$ cat config.mk
export PLATFORM = sky130hd
export DESIGN_NAME = vdp_vblank_write_scheduler
export DESIGN_NICKNAME = d
export VERILOG_FILES = /design/src/rtl/vdp_pkg.sv /design/src/rtl/vdp_sync_fifo.sv /design/src/rtl/vdp_vblank_write_scheduler.sv
export SDC_FILE = /design/constraint.sdc
export NUM_CORES = 1
export LEC_CHECK = 0
export ABC_CLOCK_PERIOD_IN_PS = 6750
export BUFFER_PORTS_ARGS = -buffer_cell sky130_fd_sc_hd__buf_2
export CORE_ASPECT_RATIO = 0.9
export CORE_UTILIZATION = 55
export DETAILED_ROUTE_END_ITERATION = 6
export MAX_ROUTING_LAYER = met4
export PLACE_DENSITY = 0.73
export SLEW_MARGIN = 30
export SYNTH_ARGS = -nofsm -noshare
export SYNTH_HDL_FRONTEND = slang
export SYNTH_HIERARCHICAL = 1
export SYNTH_SLANG_ARGS = --single-unit
$ cat constraint.sdc
create_clock -name clk -period 6.75 [get_ports clk]
set_input_delay 1.35 -clock clk [delete_from_list [all_inputs] [get_ports clk]]
set_output_delay 1.35 -clock clk [all_outputs]
set_load 0.005 [all_outputs]
$ cat src/rtl/vdp_pkg.sv
// vdp_pkg
// Shared definitions for the VDP register-write path: default register
// address/data widths (also used by the VDP register file) and the state
// encoding of the vblank write scheduler.
package vdp_pkg;

   localparam int VDP_ADDR_W = 4;
   localparam int VDP_DATA_W = 32;

   typedef enum logic [1:0] {
      IDLE      = 2'd0,
      ARMED     = 2'd1,
      DRAIN     = 2'd2,
      EXHAUSTED = 2'd3
   } sched_state_e;

endpackage

$ cat src/rtl/vdp_sync_fifo.sv
// vdp_sync_fifo
// Single-clock FIFO holding deferred register writes.
// Ports:
//   clk, reset   clock and asynchronous active-high reset
//   push, din    write an entry (ignored when full)
//   pop          discard the head entry (ignored when empty)
//   clear        synchronous flush of all entries, wins over push/pop
//   dout         head entry, valid whenever empty is low
//   full, empty  derived from the occupancy count
//   count        number of entries held
module vdp_sync_fifo #(
   parameter int DEPTH = 8,
   parameter int WIDTH = 36,
   localparam int PTR_W = $clog2(DEPTH),
   localparam int CNT_W = $clog2(DEPTH + 1)
) (
   input  logic             clk,
   input  logic             reset,
   input  logic             push,
   input  logic             pop,
   input  logic             clear,
   input  logic [WIDTH-1:0] din,
   output logic [WIDTH-1:0] dout,
   output logic             full,
   output logic             empty,
   output logic [CNT_W-1:0] count
);

   logic [WIDTH-1:0] mem [DEPTH];
   logic [PTR_W-1:0] wr_ptr;
   logic [PTR_W-1:0] rd_ptr;
   logic             do_push;
   logic             do_pop;

   assign full    = (count == CNT_W'(DEPTH));
   assign empty   = (count == '0);
   assign do_push = push & ~full;
   assign do_pop  = pop & ~empty;
   assign dout    = mem[rd_ptr];

   // Pointer and occupancy bookkeeping. DEPTH is a power of two, so the
   // pointers simply wrap; full/empty come from the count, which removes
   // the usual pointer-equality ambiguity.
   always_ff @(posedge clk or posedge reset) begin
      if (reset) begin
         wr_ptr <= '0;
         rd_ptr <= '0;
         count  <= '0;
      end else if (clear) begin
         wr_ptr <= '0;
         rd_ptr <= '0;
         count  <= '0;
      end else begin
         if (do_push) wr_ptr <= wr_ptr + 1'b1;
         if (do_pop)  rd_ptr <= rd_ptr + 1'b1;
         case ({do_push, do_pop})
            2'b10:   count <= count + 1'b1;
            2'b01:   count <= count - 1'b1;
            default: count <= count;
         endcase
      end
   end

   // Storage array has no reset; resetting the pointers is enough to
   // discard its contents.
   always_ff @(posedge clk) begin
      if (do_push && !clear) mem[wr_ptr] <= din;
   end

endmodule

$ cat src/rtl/vdp_vblank_write_scheduler.sv
// vdp_vblank_write_scheduler
// Defers CPU writes to the VDP register file until vertical blanking so
// the visible frame never tears. Deferred writes are queued and drained
// during vblank, at most BUDGET per vblank period; immediate writes go
// straight through, but only when nothing is queued so order is kept.
// Ports:
//   clk, reset                      clock, asynchronous active-high reset
//   vblank                          level, high outside the display region
//   flush                           synchronous queue clear
//   req_valid/req_immediate/
//   req_addr/req_data/req_ready     write request handshake
//   reg_we/reg_addr/reg_data        registered write to the register file
//   pending                         queue occupancy
//   busy                            scheduler not idle
module vdp_vblank_write_scheduler
   import vdp_pkg::*;
#(
   parameter int ADDR_W = VDP_ADDR_W,
   parameter int DATA_W = VDP_DATA_W,
   parameter int DEPTH  = 8,
   parameter int BUDGET = 16,
   localparam int CNT_W = $clog2(DEPTH + 1)
) (
   input  logic              clk,
   input  logic              reset,
   input  logic              vblank,
   input  logic              flush,
   input  logic              req_valid,
   input  logic              req_immediate,
   input  logic [ADDR_W-1:0] req_addr,
   input  logic [DATA_W-1:0] req_data,
   output logic              req_ready,
   output logic              reg_we,
   output logic [ADDR_W-1:0] reg_addr,
   output logic [DATA_W-1:0] reg_data,
   output logic [CNT_W-1:0]  pending,
   output logic              busy
);

   localparam int BUD_W = $clog2(BUDGET + 1);

   sched_state_e               state;
   sched_state_e               state_next;
   logic                       vblank_d;
   logic                       vblank_rise;
   logic [BUD_W-1:0]           budget;
   logic [BUD_W-1:0]           budget_next;
   logic                       drain_go;
   logic                       push;
   logic                       imm_fire;
   logic                       fifo_full;
   logic                       fifo_empty;
   logic [CNT_W-1:0]           fifo_count;
   logic [CNT_W-1:0]           count_next;
   logic [ADDR_W+DATA_W-1:0]   fifo_dout;

   assign vblank_rise = vblank & ~vblank_d;
   assign drain_go    = vblank & ~fifo_empty & ((budget != '0) | vblank_rise) & ~flush;
   assign push        = req_valid & ~req_immediate & req_ready;
   assign imm_fire    = req_valid & req_immediate & req_ready;
   assign pending     = fifo_count;
   assign busy        = (state != IDLE);

   // An immediate write is only allowed once the queue is empty and not
   // being drained, so it can never overtake a deferred write.
   always_comb begin
      req_ready = 1'b0;
      if (!flush) begin
         if (req_immediate) req_ready = fifo_empty & ~drain_go;
         else               req_ready = ~fifo_full;
      end
   end

   // Budget refills on each vblank rise; a pop on that same cycle is
   // charged against the fresh budget.
   always_comb begin
      budget_next = budget;
      if (vblank_rise)
         budget_next = drain_go ? BUD_W'(BUDGET - 1) : BUD_W'(BUDGET);
      else if (drain_go && budget != '0)
         budget_next = budget - 1'b1;
   end

   // Occupancy after this edge, used to pick the next state.
   always_comb begin
      count_next = fifo_count;
      if (flush)                  count_next = '0;
      else if (push && !drain_go) count_next = fifo_count + 1'b1;
      else if (drain_go && !push) count_next = fifo_count - 1'b1;
   end

   // Next state follows what the queue and vblank will look like after
   // the edge: empty means IDLE, outside vblank entries wait in ARMED,
   // inside vblank they drain until the budget runs out.
   always_comb begin
      state_next = IDLE;
      if (count_next == '0)        state_next = IDLE;
      else if (!vblank)            state_next = ARMED;
      else if (budget_next == '0)  state_next = EXHAUSTED;
      else                         state_next = DRAIN;
   end

   // Scheduler registers and the registered write port. Address/data hold
   // their last value when no write is issued.
   always_ff @(posedge clk or posedge reset) begin
      if (reset) begin
         state    <= IDLE;
         vblank_d <= 1'b0;
         budget   <= '0;
         reg_we   <= 1'b0;
         reg_addr <= '0;
         reg_data <= '0;
      end else begin
         state    <= state_next;
         vblank_d <= vblank;
         budget   <= budget_next;
         reg_we   <= drain_go | imm_fire;
         if (drain_go) begin
            reg_addr <= fifo_dout[ADDR_W+DATA_W-1:DATA_W];
            reg_data <= fifo_dout[DATA_W-1:0];
         end else if (imm_fire) begin
            reg_addr <= req_addr;
            reg_data <= req_data;
         end
      end
   end

   vdp_sync_fifo #(
      .DEPTH(DEPTH),
      .WIDTH(ADDR_W + DATA_W)
   ) u_fifo (
      .clk   (clk),
      .reset (reset),
      .push  (push),
      .pop   (drain_go),
      .clear (flush),
      .din   ({req_addr, req_data}),
      .dout  (fifo_dout),
      .full  (fifo_full),
      .empty (fifo_empty),
      .count (fifo_count)
   );

endmodule
**Word-level counts from Yosys, hierarchy flattened**

Memories as Yosys holds them, arrays and structs flattened.
Index checks and enable logic that the tools add are counted.

- Multiplexer cells: 23
- Add/sub/neg operators: 5
- Equality and inequality tests: 3
- Reduce and logical (&&, ||, !) cells: 16
- Bitwise operators: 19

Operators with widths:

| kind | count |
|---|---|
| 32-bit 2-to-1 mux | 2 |
| 4-bit 2-to-1 mux | 6 |
| 5-bit 2-to-1 mux | 3 |
| 3-bit 2-to-1 mux | 4 |
| 1-bit bitwise AND | 11 |
| 4-bit zero test | 2 |
| 4-bit one-hot mux with 2 select lines | 1 |
| 2-bit nonzero test | 4 |
| 3-bit by 1-bit adder with 3-bit output, second input constant | 2 |
| 1-bit inverter | 6 |
| 5-bit zero test | 1 |
| 1-bit 2-to-1 mux | 5 |
| 5-bit nonzero test | 1 |
| 5-bit by 1-bit subtractor with 5-bit output, second input constant | 1 |
| 4-bit by 1-bit adder with 4-bit output, second input constant | 1 |
| 4-bit == test, second input constant | 1 |
| 1-bit logical AND | 4 |
| 2-bit 2-to-1 mux | 2 |
| 4-bit by 1-bit subtractor with 4-bit output, second input constant | 1 |
| 1-bit zero test | 3 |
| 3-bit nonzero test | 1 |
| 2-bit by 1-bit == test with 1-bit output, second input constant | 1 |
| 2-bit == test, second input constant | 1 |
| 1-bit bitwise OR | 2 |

- Logic and storage cells: 76
- Register bits after elaboration: 55
- Output and inout port bits: 43
- RAM bits: 288
- Bits of input ports: 42
- Memories: 1

Memory list:

| memory | depth | width | rd ports | clocked after memory_dff | wr ports | RTL line | RTL |
|---|---|---|---|---|---|---|---|
| u_fifo.mem | 8 | 36 | 1 | 0 | 1 | vdp_sync_fifo.sv:29 | `logic [WIDTH-1:0] mem [DEPTH];` |

**Logic depth before layout (Yosys ltp)**

- Depth after elaboration: 17
- Depth in mapped cells: 13
- Mapped depth without buffers: 11

**Hierarchy**

Netlist, hierarchy kept.

Modules (own cells, without submodules):

| module | area an instance (um^2) | times used | sequential area each (um^2) | cells each |
|---|---|---|---|---|
| vdp_sync_fifo | 11568.6 | 1 | 8898.5 | 494 |
| vdp_vblank_write_scheduler | 2324.7 | 1 | 1126.1 | 237 |

**Least setup slack after synthesis**

No wires, ideal clock.

- Path type: input-to-reg
- Start: in flush
- End: mem u_fifo.mem[0][0], enable pin
- Arrival time: 4.858 ns
- Setup slack: 1.418 ns
- Cell stages on the path: 5
- Cells stage by stage: nor4b_4 buf_2 nand2_8 or3_4 nor3_1

- Cells in the longest elaborated chain, start to end: 11
- Elaborated cells on any way between the ends: 12
- Classes of those cells: mux: 4; bitwise: 6; reduce/logical: 2

Ends and longest elaborated chain:

| element | RTL line | RTL |
|---|---|---|
| from (decl) | vdp_vblank_write_scheduler.sv:27 | `input logic flush,` |
| 1-bit inverter | vdp_vblank_write_scheduler.sv:58 | `assign drain_go = vblank & ~fifo_empty & ((budget != '0) \| vblank_rise) & ~flush;` |
| 1-bit bitwise AND | vdp_vblank_write_scheduler.sv:58 |  |
| 1-bit inverter | vdp_vblank_write_scheduler.sv:69 | `if (req_immediate) req_ready = fifo_empty & ~drain_go;` |
| 1-bit bitwise AND | vdp_vblank_write_scheduler.sv:69 |  |
| 1-bit 2-to-1 mux | vdp_vblank_write_scheduler.sv:69 |  |
| 1-bit 2-to-1 mux | vdp_vblank_write_scheduler.sv:68 | `if (!flush) begin` |
| 1-bit bitwise AND | vdp_vblank_write_scheduler.sv:59 | `assign push = req_valid & ~req_immediate & req_ready;` |
| 1-bit bitwise AND | vdp_sync_fifo.sv:37 | `assign do_push = push & ~full;` |
| 1-bit logical AND (*) | vdp_sync_fifo.sv:67 | `if (do_push && !clear) mem[wr_ptr] <= din;` |
| 1-bit 2-to-1 mux (*) | vdp_sync_fifo.sv:67 |  |
| 1-bit 2-to-1 mux (not written as such) (*) | vdp_sync_fifo.sv:67 |  |
| to (decl) | vdp_sync_fifo.sv:29 |  |

Every way passes the cells marked *; elsewhere a longest branch is shown, timed or not.

**Final worst setup path**

- Start: reg u_fifo.count[0]
- End: mem u_fifo.mem[5][6], enable pin

- Elaborated cells on any way between the ends: 16
- Classes of those cells: eq/ne: 1; mux: 4; bitwise: 9; reduce/logical: 2

RTL lines:

| element | RTL line | RTL |
|---|---|---|
| from (decl) | vdp_sync_fifo.sv:26 | `output logic [CNT_W-1:0] count` |
| from (signal assigned) | vdp_sync_fifo.sv:57 | `2'b10: count <= count + 1'b1;` |
| from (signal assigned) | vdp_sync_fifo.sv:58 | `2'b01: count <= count - 1'b1;` |
| from (signal assigned) | vdp_sync_fifo.sv:59 | `default: count <= count;` |
| 4-bit == test | vdp_sync_fifo.sv:35 | `assign full = (count == CNT_W'(DEPTH));` |
| net fifo_full | vdp_vblank_write_scheduler.sv:51 | `logic fifo_full;` |
| 1-bit inverter | vdp_vblank_write_scheduler.sv:70 | `else req_ready = ~fifo_full;` |
| 1-bit 2-to-1 mux | vdp_vblank_write_scheduler.sv:69 |  |
| 1-bit 2-to-1 mux | vdp_vblank_write_scheduler.sv:68 |  |
| 1-bit bitwise AND | vdp_vblank_write_scheduler.sv:59 |  |
| net push | vdp_vblank_write_scheduler.sv:49 | `logic push;` |
| 1-bit bitwise AND | vdp_sync_fifo.sv:37 |  |
| 1-bit logical AND | vdp_sync_fifo.sv:67 |  |
| 1-bit 2-to-1 mux | vdp_sync_fifo.sv:67 |  |
| 1-bit 2-to-1 mux (not written as such) | vdp_sync_fifo.sv:67 |  |

The timed path passes the listed nets, and every way through them passes these cells.

==> results by group <==
Timing
  • Max_slew headroom: 0.364
  • Final setup fails: 0
  • Final hold violation count: 0
  • Worst Tran Pin Value: 0.950 ns
  • Setup_tns: 0 ns
  • Post-layout min period: 4.14 ns
  • Final period util: 0.614
  • Fmax: 0.241 GHz
  • Clock Skews: 0.0137 ns
  • Unrepaired setup endpoints after global routing: false
  • Slew Viols, Final: 0

Yosys
  • Syn Area/Cell: 19.0 sq um
  • Seq/Total Area, Yosys: 0.722
  • Cell area after synthesis: 13,900 sq um
  • Cell taking the most area after synthesis: edfxtp_1
  • Post-synth top area share: 0.622
  • Asr flop ratio synth: 0.160
  • Top area cells in the synthesized netlist: edfxtp_1 (62%), mux4_2 (12%), dfrtp_1 (9.9%)
  • Yosys Warn Count: 6
  • Synth Register Bits: 343
  • EDFF count, synth: 288
  • Commonest cells in the netlist: edfxtp_1 (288), mux4_2 (72), dfrtp_1 (55)
  • Mapped Nets: 782
  • Post-synth top flop: edfxtp_1
  • Post-Syn Instances: 731
  • Count leader, synth: edfxtp_1
  • Synth cell types: 55

Placed design
  • Post-DP HPWL: 15.1 mm
  • Routability congestion estimate: 0.885
  • Placed cell count: 1,129
  • I/O Buffers: 84

Layout
  • Layout cells sized above 1: 0.331
  • Layout Cells excl Fill: 1,192
  • Area Growth Syn to Fin: 14.4%
  • Fin nets: 880

Floorplan
  • Total core area: 24,500 sq um
  • Die Area: 25,900 sq um
  • Die X: 170 um
  • FP Rows: 54
  • Die height: 153 um
  • Initial Util: 0.566
  • Num ports: 85

Routing
  • DR vias/cell: 5.92
  • DRC Markers: 0
  • Detailed Route WL: 26.4 mm
  • WL per Instance: 22.1 um
  • Via count: 7,058
  • Iter 0 DRT Violations: 631
  • Drt first pass iters: 5
  • Detail Route Antenna Nets: 0

Power and ir drop
  • Pleak: 0.00555 uW
  • Peak supply drop: 150 uV
  • P per Cell Area: 284 nW/um^2
  • Total chip power: 4520 uW

Setup path
  • Worst Path Required: 6.91 ns
  • CP startpoint kind: flop
  • Max stage delay on crit path: 0.82 ns
  • CP cell instances: or4b_1 > inv_1 > nor4b_4 > nand4b_1 > nor2_4 > buf_4
  • Buf+Inv Stages, Crit Path: 2
  • Crit path DAT: 4.31 ns
  • Critical Path End Type: flop
  • Slowest cell on crit path: nor4b_4
  • Top delay family on crit path: simple AND/OR/NAND/NOR gates
  • Critical-path maximum fanout: 21
  • Setup Crit Path Kind: flop to flop

GRT
  • GRT met2 Usage: 0.342
  • GR Util All Layers: 0.220
  • Grt peak-use layer: met2
  • Grt ovf: 0
  • First-pass GRT wire length: 41.8 mm
  • Initial antenna violation count: 1
  • Largest net degree at the start of global routing: 80
  • Vias in the first global route: 7,415
  • GRT met1 Usage: 0.306
  • Met3 global-route usage: 0.0384

CTS
  • CTS Buf Count: 34
  • Clock Sinks: 343
  • Post CTS Setup Buffer Count: 0
  • Root Driver: clkbuf_16
  • Skew-Pair Late Insertion Delay: 0.51 ns
  • Max clock buf depth: 3
  • CTS tree: done
  • CTS Hold Bufs: 0
  • H-Tree Depth: 2
  • Worst-path clk slew: 0.06 ns
  • Post_cts resized: 0

Worst hold path
  • HP Class: flop to flop

Run
  • Max-cap viol count: 0

Run status
  • Status: complete, no violations
[cells by family after synthesis]
kind of cell / count (synthesis) / synth area share
AOI/OAI and AO/OA: 69 / 0.0309
xor gates and xnor gates: 8 / 0.00504
buffers and inverters: 46 / 0.0187
adders and majority gates: 9 / 0.00865
DFF: 343 / 0.722
muxes: 148 / 0.175
and+or+nand+nor: 108 / 0.0404
[worst paths after layout]
path	cells past startpoint	endpoint	from	slack (ns)
worst max-delay path	6	u_fifo/mem[5][6]	u_fifo/count[0]	2.61
worst min-delay path	2	reg_data[22]	reg_data[22]	0.56
worst max register to register	6	u_fifo/mem[5][6]	u_fifo/count[0]	2.61
worst min register to register	2	reg_data[22]	reg_data[22]	0.56
max in group asynchronous	3	reg_data[20]	reset	5.26
min in group asynchronous	2	u_fifo/count[1]	reset	0.84
[state kept, by name (all words and copies together), names as in the netlist]
register / flops
state: 2
reg_addr: 4
vblank_d: 1
reg_data: 32
u_fifo/count: 4
u_fifo/wr_ptr: 3
reg_we: 1
u_fifo/mem: 288
budget: 5
u_fifo/rd_ptr: 3
[stage by stage]
stage                     utilization  area, sq um  setup WS [ns]  hold WS [ns]
final                           0.648        15900           2.61         0.562
after global routing            0.648        15900           2.37         0.589
after CTS                       0.648        15900           2.60         0.571
after detailed placement        0.602        14800           2.19         0.555
after global placement          0.598        14700           2.36         0.543
after floorplan                     -        13900           1.42         0.494
[final cells by class]
type | count | area [sq um]
clock inverters | 14 | 146
repair buffers | 98 | 589
multi-input cells | 342 | 3680
well taps | 336 | 420
flip-flops and latches | 343 | 10000
diodes | 1 | 2.50
inverters | 10 | 37.5
fillers | 1631 | 8630
clock buffers | 48 | 987
[per-layer routing]
metal	share of wire	wire [um]	vias to the layer above
met1	0.44	11500	3656
met3	0.060	1590	43
met4	0.016	416	0
met5	0	0	-
li1	-	-	3121
met2	0.49	12800	238
[power by group]
part | switching [uW] | leakage (uW) | internal (uW)
Clock | 748 | 0.000560 | 1140
Combinational | 125 | 0.00172 | 103
Sequential | 37.6 | 0.00327 | 2360
Total | 910 | 0.00555 | 3610
[worst min-delay path, stage by stage, from the launching register on]
cell and delay, ns:
dfrtp_1 0.34, mux2i_1 0.06, o21ai_0 0.13
[cell usage in the layout (no fill, tap or decap), types with 4 or more instances in the layout]
master | netlist | layout
a21oi_1 | 10 | 10
o21ai_0 | 40 | 40
inv_1 | 10 | 9
ha_1 | 8 | 8
xnor2_1 | 5 | 5
clkinv_2 | 0 | 9
nand2b_1 | 4 | 4
mux4_2 | 72 | 72
nor2_1 | 24 | 18
nand3_1 | 4 | 4
buf_4 | 1 | 10
nor2_4 | 0 | 6
nand2_1 | 44 | 44
buf_2 | 18 | 84
mux2i_1 | 40 | 40
dfrtp_1 | 55 | 52
clkbuf_1 | 7 | 9
nor3_1 | 8 | 6
edfxtp_1 | 288 | 288
clkbuf_16 | 0 | 37
mux2_2 | 36 | 36
No activity file was read; power rests on OpenSTA's default activity.
